`src/rtl/start_pulse_gen.sv`:
```
// Armed start-pulse sequencer: waits for configuration-done, delays, then emits
// a programmable train of masked start pulses with gaps, abortable at any time.
module start_pulse_gen #(
    parameter int unsigned NUM_CH = 1,
    parameter int unsigned DLY_W  = 16,
    parameter int unsigned PW_W   = 8,
    parameter int unsigned RPT_W  = 8
) (
    input  logic              clk,
    input  logic              rstn,
    input  logic              arm,
    input  logic              abort,
    input  logic              axil_done,
    input  logic [DLY_W-1:0]  dly,
    input  logic [PW_W-1:0]   pulse_w,
    input  logic [DLY_W-1:0]  gap,
    input  logic [RPT_W-1:0]  rpt,
    input  logic [NUM_CH-1:0] ch_mask,
    output logic [NUM_CH-1:0] start,
    output logic              busy,
    output logic              seq_done,
    output logic [RPT_W-1:0]  pulse_cnt
);

    localparam int unsigned CNT_W = (DLY_W > PW_W) ? DLY_W : PW_W;

    typedef enum logic [2:0] {
        S_IDLE,
        S_WAIT_DONE,
        S_DELAY,
        S_PULSE,
        S_GAP,
        S_FINISH
    } state_e;

    logic rst_meta_q;
    logic rst_sync_q;

    state_e             state_q,     state_d;
    logic [CNT_W-1:0]   cnt_q,       cnt_d;
    logic [DLY_W-1:0]   dly_q,       dly_d;
    logic [PW_W-1:0]    pw_q,        pw_d;
    logic [DLY_W-1:0]   gap_q,       gap_d;
    logic [RPT_W-1:0]   rpt_q,       rpt_d;
    logic [NUM_CH-1:0]  mask_q,      mask_d;
    logic [RPT_W-1:0]   pulse_cnt_q, pulse_cnt_d;
    logic [NUM_CH-1:0]  start_q,     start_d;
    logic               busy_q,      busy_d;
    logic               seq_done_q,  seq_done_d;

    logic [CNT_W-1:0]   pw_last;
    logic [CNT_W-1:0]   gap_last;
    logic [RPT_W-1:0]   rpt_eff;
    logic [RPT_W-1:0]   cnt_inc;

    // Reset assertion is immediate; release is delayed two edges into the clock domain.
    always_ff @(posedge clk or negedge rstn) begin
        if (!rstn) begin
            rst_meta_q <= 1'b0;
            rst_sync_q <= 1'b0;
        end else begin
            rst_meta_q <= 1'b1;
            rst_sync_q <= rst_meta_q;
        end
    end

    // Zero-valued pulse width, gap and repeat count behave as one.
    assign pw_last  = (pw_q  == '0) ? '0 : CNT_W'(pw_q  - PW_W'(1));
    assign gap_last = (gap_q == '0) ? '0 : CNT_W'(gap_q - DLY_W'(1));
    assign rpt_eff  = (rpt_q == '0) ? RPT_W'(1) : rpt_q;
    assign cnt_inc  = pulse_cnt_q + RPT_W'(1);

    always_comb begin
        state_d     = state_q;
        cnt_d       = cnt_q;
        dly_d       = dly_q;
        pw_d        = pw_q;
        gap_d       = gap_q;
        rpt_d       = rpt_q;
        mask_d      = mask_q;
        pulse_cnt_d = pulse_cnt_q;

        case (state_q)
            S_IDLE: begin
                if (arm && !abort) begin
                    state_d     = S_WAIT_DONE;
                    dly_d       = dly;
                    pw_d        = pulse_w;
                    gap_d       = gap;
                    rpt_d       = rpt;
                    mask_d      = ch_mask;
                    pulse_cnt_d = '0;
                    cnt_d       = '0;
                end
            end
            S_WAIT_DONE: begin
                if (axil_done) begin
                    state_d = S_DELAY;
                    cnt_d   = CNT_W'(dly_q);
                end
            end
            S_DELAY: begin
                if (cnt_q == '0) begin
                    state_d = S_PULSE;
                    cnt_d   = pw_last;
                end else begin
                    cnt_d = cnt_q - CNT_W'(1);
                end
            end
            S_PULSE: begin
                if (cnt_q == '0) begin
                    pulse_cnt_d = cnt_inc;
                    if (cnt_inc == rpt_eff) begin
                        state_d = S_FINISH;
                    end else begin
                        state_d = S_GAP;
                        cnt_d   = gap_last;
                    end
                end else begin
                    cnt_d = cnt_q - CNT_W'(1);
                end
            end
            S_GAP: begin
                if (cnt_q == '0) begin
                    state_d = S_PULSE;
                    cnt_d   = pw_last;
                end else begin
                    cnt_d = cnt_q - CNT_W'(1);
                end
            end
            S_FINISH: begin
                state_d = S_IDLE;
            end
            default: begin
                state_d = S_IDLE;
            end
        endcase

        // Abort overrides everything outside IDLE and freezes the pulse count.
        if (abort && (state_q != S_IDLE)) begin
            state_d     = S_IDLE;
            cnt_d       = '0;
            pulse_cnt_d = pulse_cnt_q;
        end

        start_d    = (state_d == S_PULSE) ? mask_q : '0;
        busy_d     = (state_d != S_IDLE);
        seq_done_d = (state_d == S_FINISH);
    end

    always_ff @(posedge clk or negedge rst_sync_q) begin
        if (!rst_sync_q) begin
            state_q     <= S_IDLE;
            cnt_q       <= '0;
            dly_q       <= '0;
            pw_q        <= '0;
            gap_q       <= '0;
            rpt_q       <= '0;
            mask_q      <= '0;
            pulse_cnt_q <= '0;
            start_q     <= '0;
            busy_q      <= 1'b0;
            seq_done_q  <= 1'b0;
        end else begin
            state_q     <= state_d;
            cnt_q       <= cnt_d;
            dly_q       <= dly_d;
            pw_q        <= pw_d;
            gap_q       <= gap_d;
            rpt_q       <= rpt_d;
            mask_q      <= mask_d;
            pulse_cnt_q <= pulse_cnt_d;
            start_q     <= start_d;
            busy_q      <= busy_d;
            seq_done_q  <= seq_done_d;
        end
    end

    assign start     = start_q;
    assign busy      = busy_q;
    assign seq_done  = seq_done_q;
    assign pulse_cnt = pulse_cnt_q;

endmodule

```
`config.mk`:
```
export PLATFORM = sky130hd
export DESIGN_NAME = start_pulse_gen
export DESIGN_NICKNAME = d
export VERILOG_FILES = /design/src/rtl/start_pulse_gen.sv
export SDC_FILE = /design/constraint.sdc
export NUM_CORES = 1
export LEC_CHECK = 0
export CAP_MARGIN = 20
export CORE_MARGIN = 1
export CORE_UTILIZATION = 30
export CTS_BUF_LIST = sky130_fd_sc_hd__clkbuf_8
export CTS_CLUSTER_SIZE = 25
export DETAILED_ROUTE_END_ITERATION = 7
export HOLD_SLACK_MARGIN = 0.1
export SLEW_MARGIN = 10
export SYNTH_ARGS = -nofsm -noshare
export SYNTH_HDL_FRONTEND = slang
export SYNTH_SLANG_ARGS = --single-unit
```
`constraint.sdc`:
```
create_clock -name clk -period 2.8 [get_ports clk]
set_clock_uncertainty 0.05 [all_clocks]
set_input_delay 0.28 -clock clk [delete_from_list [all_inputs] [get_ports clk]]
set_output_delay 0.28 -clock clk [all_outputs]
set_load 0.02 [all_outputs]
```
* Yosys cells after proc, flatten, opt, wreduce, memory -nomap -nowiden
Index checks and enable logic that the tools add are counted.
Storage, ports and cells: register bits after elaboration 81, input bits 54, output and inout port bits 11, word-level logic and storage cells 67
Operators by class: add/sub/neg operators 4, equal/unequal tests 12, muxes and demuxes 21, bitwise logic cells 1, reductions and logical operators 16
Operators by type and width (count):
- 16-bit 2-to-1 mux | 8
- 16-bit case mux with 4 select lines | 1
- 16-bit logical NOT | 2
- 16-bit by 1-bit subtractor with 16-bit output, second input constant | 2
- 8-bit 2-to-1 mux | 3
- 8-bit logical NOT | 2
- 8-bit case mux with 2 select lines | 1
- 3-bit 2-to-1 mux | 5
- 3-bit case mux with 4 select lines | 1
- 3-bit by 2-bit == test with 1-bit output, second input constant | 3
- 8-bit by 1-bit subtractor with 9-bit output, second input constant | 1
- 8-bit by 1-bit adder with 8-bit output, second input constant | 1
- 8-bit == test | 1
- 4-bit AND reduction | 2
- 3-bit == test, second input constant | 2
- 3-bit inequality test, second input constant | 2
- 3-bit nonzero test | 2
- 5-bit nonzero test | 1
- 2-bit inequality test, second input constant | 2
- 4-bit inequality test, second input constant | 1
- 3-bit by 1-bit == test with 1-bit output, second input constant | 1
- 3-bit logical NOT | 1
- 1-bit logical AND | 2
- 1-bit 2-to-1 mux | 2
- 5 further kinds | 5

* Logic depth before layout (Yosys ltp)
word-level depth 9, depth in mapped cells 10, mapped depth without buffers 9

* Least setup slack after synthesis
Ideal clock, no wire load.
path type reg-to-reg, from register cnt_q[0], to register cnt_q[10], setup time 125 ps, arrival 2533 ps, data required time 2625 ps, setup slack 93 ps, cell stages (with the launch flop) 11, path buffers 1, path through dfrtp_1 inv_1 ha_1 or4b_4 or2_0 buf_2 nor4_1 mux2_2 a22oi_1 a21oi_1 mux2_2
Between the ends: longest elaborated chain between the ends 4, elaborated cells between the ends (all ways) 8, those cells by class add/sub: 1; eq/ne: 1; mux: 4; reduce/logical: 2
Ends and longest elaborated chain:
- from (decl) | line 40 | logic [CNT_W-1:0] cnt_q, cnt_d;
- from (signal assigned) | line 166 | cnt_q <= cnt_d;
- 16-bit by 1-bit subtractor with 16-bit output or 16-bit logical NOT (tied branches)
- 16-bit 2-to-1 mux (on tied branches) | line 103, 124, 111
- 16-bit case mux with 4 select lines | line 83 | case (state_q)
- 16-bit 2-to-1 mux | line 140 | if (abort && (state_q != S_IDLE)) begin
Several ways; a longest one is shown, not always the timed one. A chain may end at the register's enable or synchronous reset.

* Worst setup path in the final report
Ends and elaborated chain as after synthesis.

==> metrics <==
status completed; Mapped Area 0.00465 sq mm; peak supply drop 0.000338 V; Post-synth EDFFs 0; Max Cap Viol 0; WL/cell 16.2 um; placed cell area 0.00560 sq mm; Critical Path RT 2.99 ns; HP Class reg2async; H-tree depth 3; Async SR Flop Fraction 100%; Clock Path Buffers 2; WS Path Type reg2reg; power share of the clock group 14.9%; Detail Placement HPWL 8640 um; most frequent cells in the layout dfrtp_1 (80), clkdlybuf4s50_1 (64), mux2_2 (57); combinational share of power 48.5%; drt initial violations 172; Syn. warnings 0; Setup crit end kind flop; final wirelength 11700 um; Flop pwr share 36.5%; vias per cell 5.27; CP max-delay cell or4b_4; Switching Share 40.1%; ys flop type dfrtp_1; CP endpoint cnt_q[10]; Avg Cell Area, Syn 10.3 sq um; Final Hold Fails 0; CORE AREA 0.0151 sq mm; Yosys cell types 68; Crit path largest cell delay 0.48 ns; Nets 590; FF-to-FF Start cnt_q[0]; internal power 3.46 mW; net count after synthesis 509; Final Critical Period 2.70 ns; Reg2Reg Depth 9; router iterations before antenna repair 5; Starting Density 30.7%; Die W 126 um; # diodes 0; fin util 39.1%; largest area contributor in the netlist dfrtp_1; Max Freq 370 MHz; DIE AREA 0.0160 sq mm; Reg2Reg Setup Slack 0.1 ns; DRT antenna net count 0; crit path launch type flop; Clk Latency, worst-skew pair 0.36 ns; Crit. Startpoint cnt_q[0]; GRT Residual Overflow 0; clk slew on worst S/H paths 0.09 ns; Die Ht 126 um; CTS Buf Count 9; power per cell area 976 mW/mm^2; largest net degree at the start of global routing 80; I/O Pins 65; CTS tree built; # port buffers 64; vias 3815; placed cell count 705; clk sink count 81; cells along the critical path inv_2 > ha_2 > or4b_4 > or2_4 > nor4_4 > mux2_4 > a22oi_2 > a21oi_1 > mux2_2; Sw Pwr 2.31 mW; RSZ-0062 raised after global routing false; part of the cycle the worst path needs 96.6%; reg2reg end cnt_q[10]; commonest non-fill, non-tap cell in the layout dfrtp_1; post-synthesis to final-layout area growth 27.2%; share of layout cells above drive strength 1 23.7%; GR Util All Layers 15.5%; initial antenna violation count 0; Slew headroom 58.9%; clk root buf clkbuf_8; Least-Margin Pin Slew 0.614 ns; final RePlAce weighted congestion 0.888; crit path DAT 2.90 ns; vias in the first global route 3839; P_leak 2.40 nW; post-synth top area share 43.6%; crit-path max FO 5; design area 0.00591 sq mm; Final Power 5.77 mW; drt drc 0; count of pins over their slew limit 0; # rows 45; synthesized flop and latch total 81; Final setup viols 0; global-route wire length before repair 19400 um; largest cells by area after synthesis dfrtp_1 (44%), mux2_2 (14%), xnor2_1 (3.2%); register area share after synthesis 43.6%; Final Non-Filler Cells 724; Post-Syn Instances 450
[sequential cells by signal (all words and copies together), names as in the netlist, 3 cells and up]
name,count
gap_q,16
pw_q,8
state_q,3
dly_q,16
pulse_cnt,8
rpt_q,8
cnt_q,16
[routing by layer]
layer / vias to the layer above / global-route usage, % / share of wire, % / routed length [um]
li1: 1825 / - / - / -
met1: 1866 / 19.9 / 44 / 5120
met2: 105 / 26.2 / 51 / 5910
met3: 19 / 2.32 / 3.8 / 439
met4: 0 / 5.88 / 2.0 / 232
met5: - / 0 / 0 / 0
[worst max-delay path, delay by kind of cell, from the launching register on]
kind / cells / cell delay (ns)
multiplexers: 2 / 0.61
flip-flops: 1 / 0.40
AO/OA/AOI/OAI: 2 / 0.27
adder cells (fa/ha/maj): 1 / 0.18
buffers and inverters: 1 / 0.06
AND/OR/NAND/NOR: 3 / 1.01
[how the worst min path moves through the flow]
stage	start	end	slack (ns)	cells past startpoint
3_3_place_gp	rst_meta_q	rst_sync_q	0.29	0
2_1_floorplan	rstn	rst_meta_q	-0.07	0
3_5_place_dp	rst_meta_q	rst_sync_q	0.29	0
6_report	rst_sync_q	gap_q[13]	0.15	0
5_1_grt	rst_sync_q	dly_q[12]	0.18	0
4_1_cts	rst_meta_q	rst_sync_q	0.31	0
[power by group through the flow]
stage / registers (mW) / clock network, mW / logic, mW
6_report: 2.11 / 0.863 / 2.80
2_1_floorplan: 1.97 / 0 / 1.98
5_1_grt: 2.20 / 0.936 / 3.06
4_1_cts: 2.12 / 0.890 / 2.69
3_3_place_gp: 2.11 / 0 / 2.59
3_5_place_dp: 2.14 / 0 / 2.65
[cells by family (layout without fill, tap and decap cells)]
logic type,after synthesis,count (layout),synth area share (%)
AOI/OAI and AO/OA,97,97,14.1
muxes,61,61,14.7
xor gates and xnor gates,31,31,5.84
and+or+nand+nor,144,144,17.0
adders and majority gates,5,5,1.35
buffers and inverters,30,116,3.28
DFF,81,81,43.6
other,1,1,0.0807
[metrics by stage]
step / hold slack, ns / setup slack [ns] / TNS (ns)
final: 0.154 / 0.0955 / 0
after global routing: 0.181 / 0.00692 / 0
after CTS: 0.312 / 0.0241 / 0
after detailed placement: 0.290 / -0.0946 / -0.166
after global placement: 0.289 / 0.0260 / 0
after floorplan: -0.0656 / 0.0928 / 0
[final cells by class]
class                   count  area, sq um
inverters                  11         41.3
fillers                  1474         9230
well taps                 188          235
clock buffers              10          138
repair buffers             89          863
flip-flops and latches     81         2030
clock inverters             6         57.6
multi-input cells         339         2550
[Yosys cell counts (all sizes together) (2+ instances only)]
master,n
a2111oi,2
a21oi,22
a221oi,3
a222oi,6
a22oi,6
a31oi,2
buf,12
clkbuf,7
dfrtp,81
ha,5
inv,11
mux2,58
mux2i,3
nand2,31
nand2b,2
nand3,7
nor2,36
nor2b,5
nor3,17
nor3b,3
nor4,9
o21a,2
o21ai,25
o221ai,4
o22a,2
o22ai,6
o311ai,2
o31ai,3
o32a,2
or2,4
or3,14
or4,7
xnor2,17
xor2,14
[timing repair]
action | in CTS | in global routing
setup endpoints to repair | 7 | 17
buffers inserted | 0 | 1
hold buffers | 1 | 0
resized for setup | 4 | 16
pin swaps | 0 | 3
endpoints found under the hold margin | 2 | 0
No activity file was read; power rests on OpenSTA's default activity.
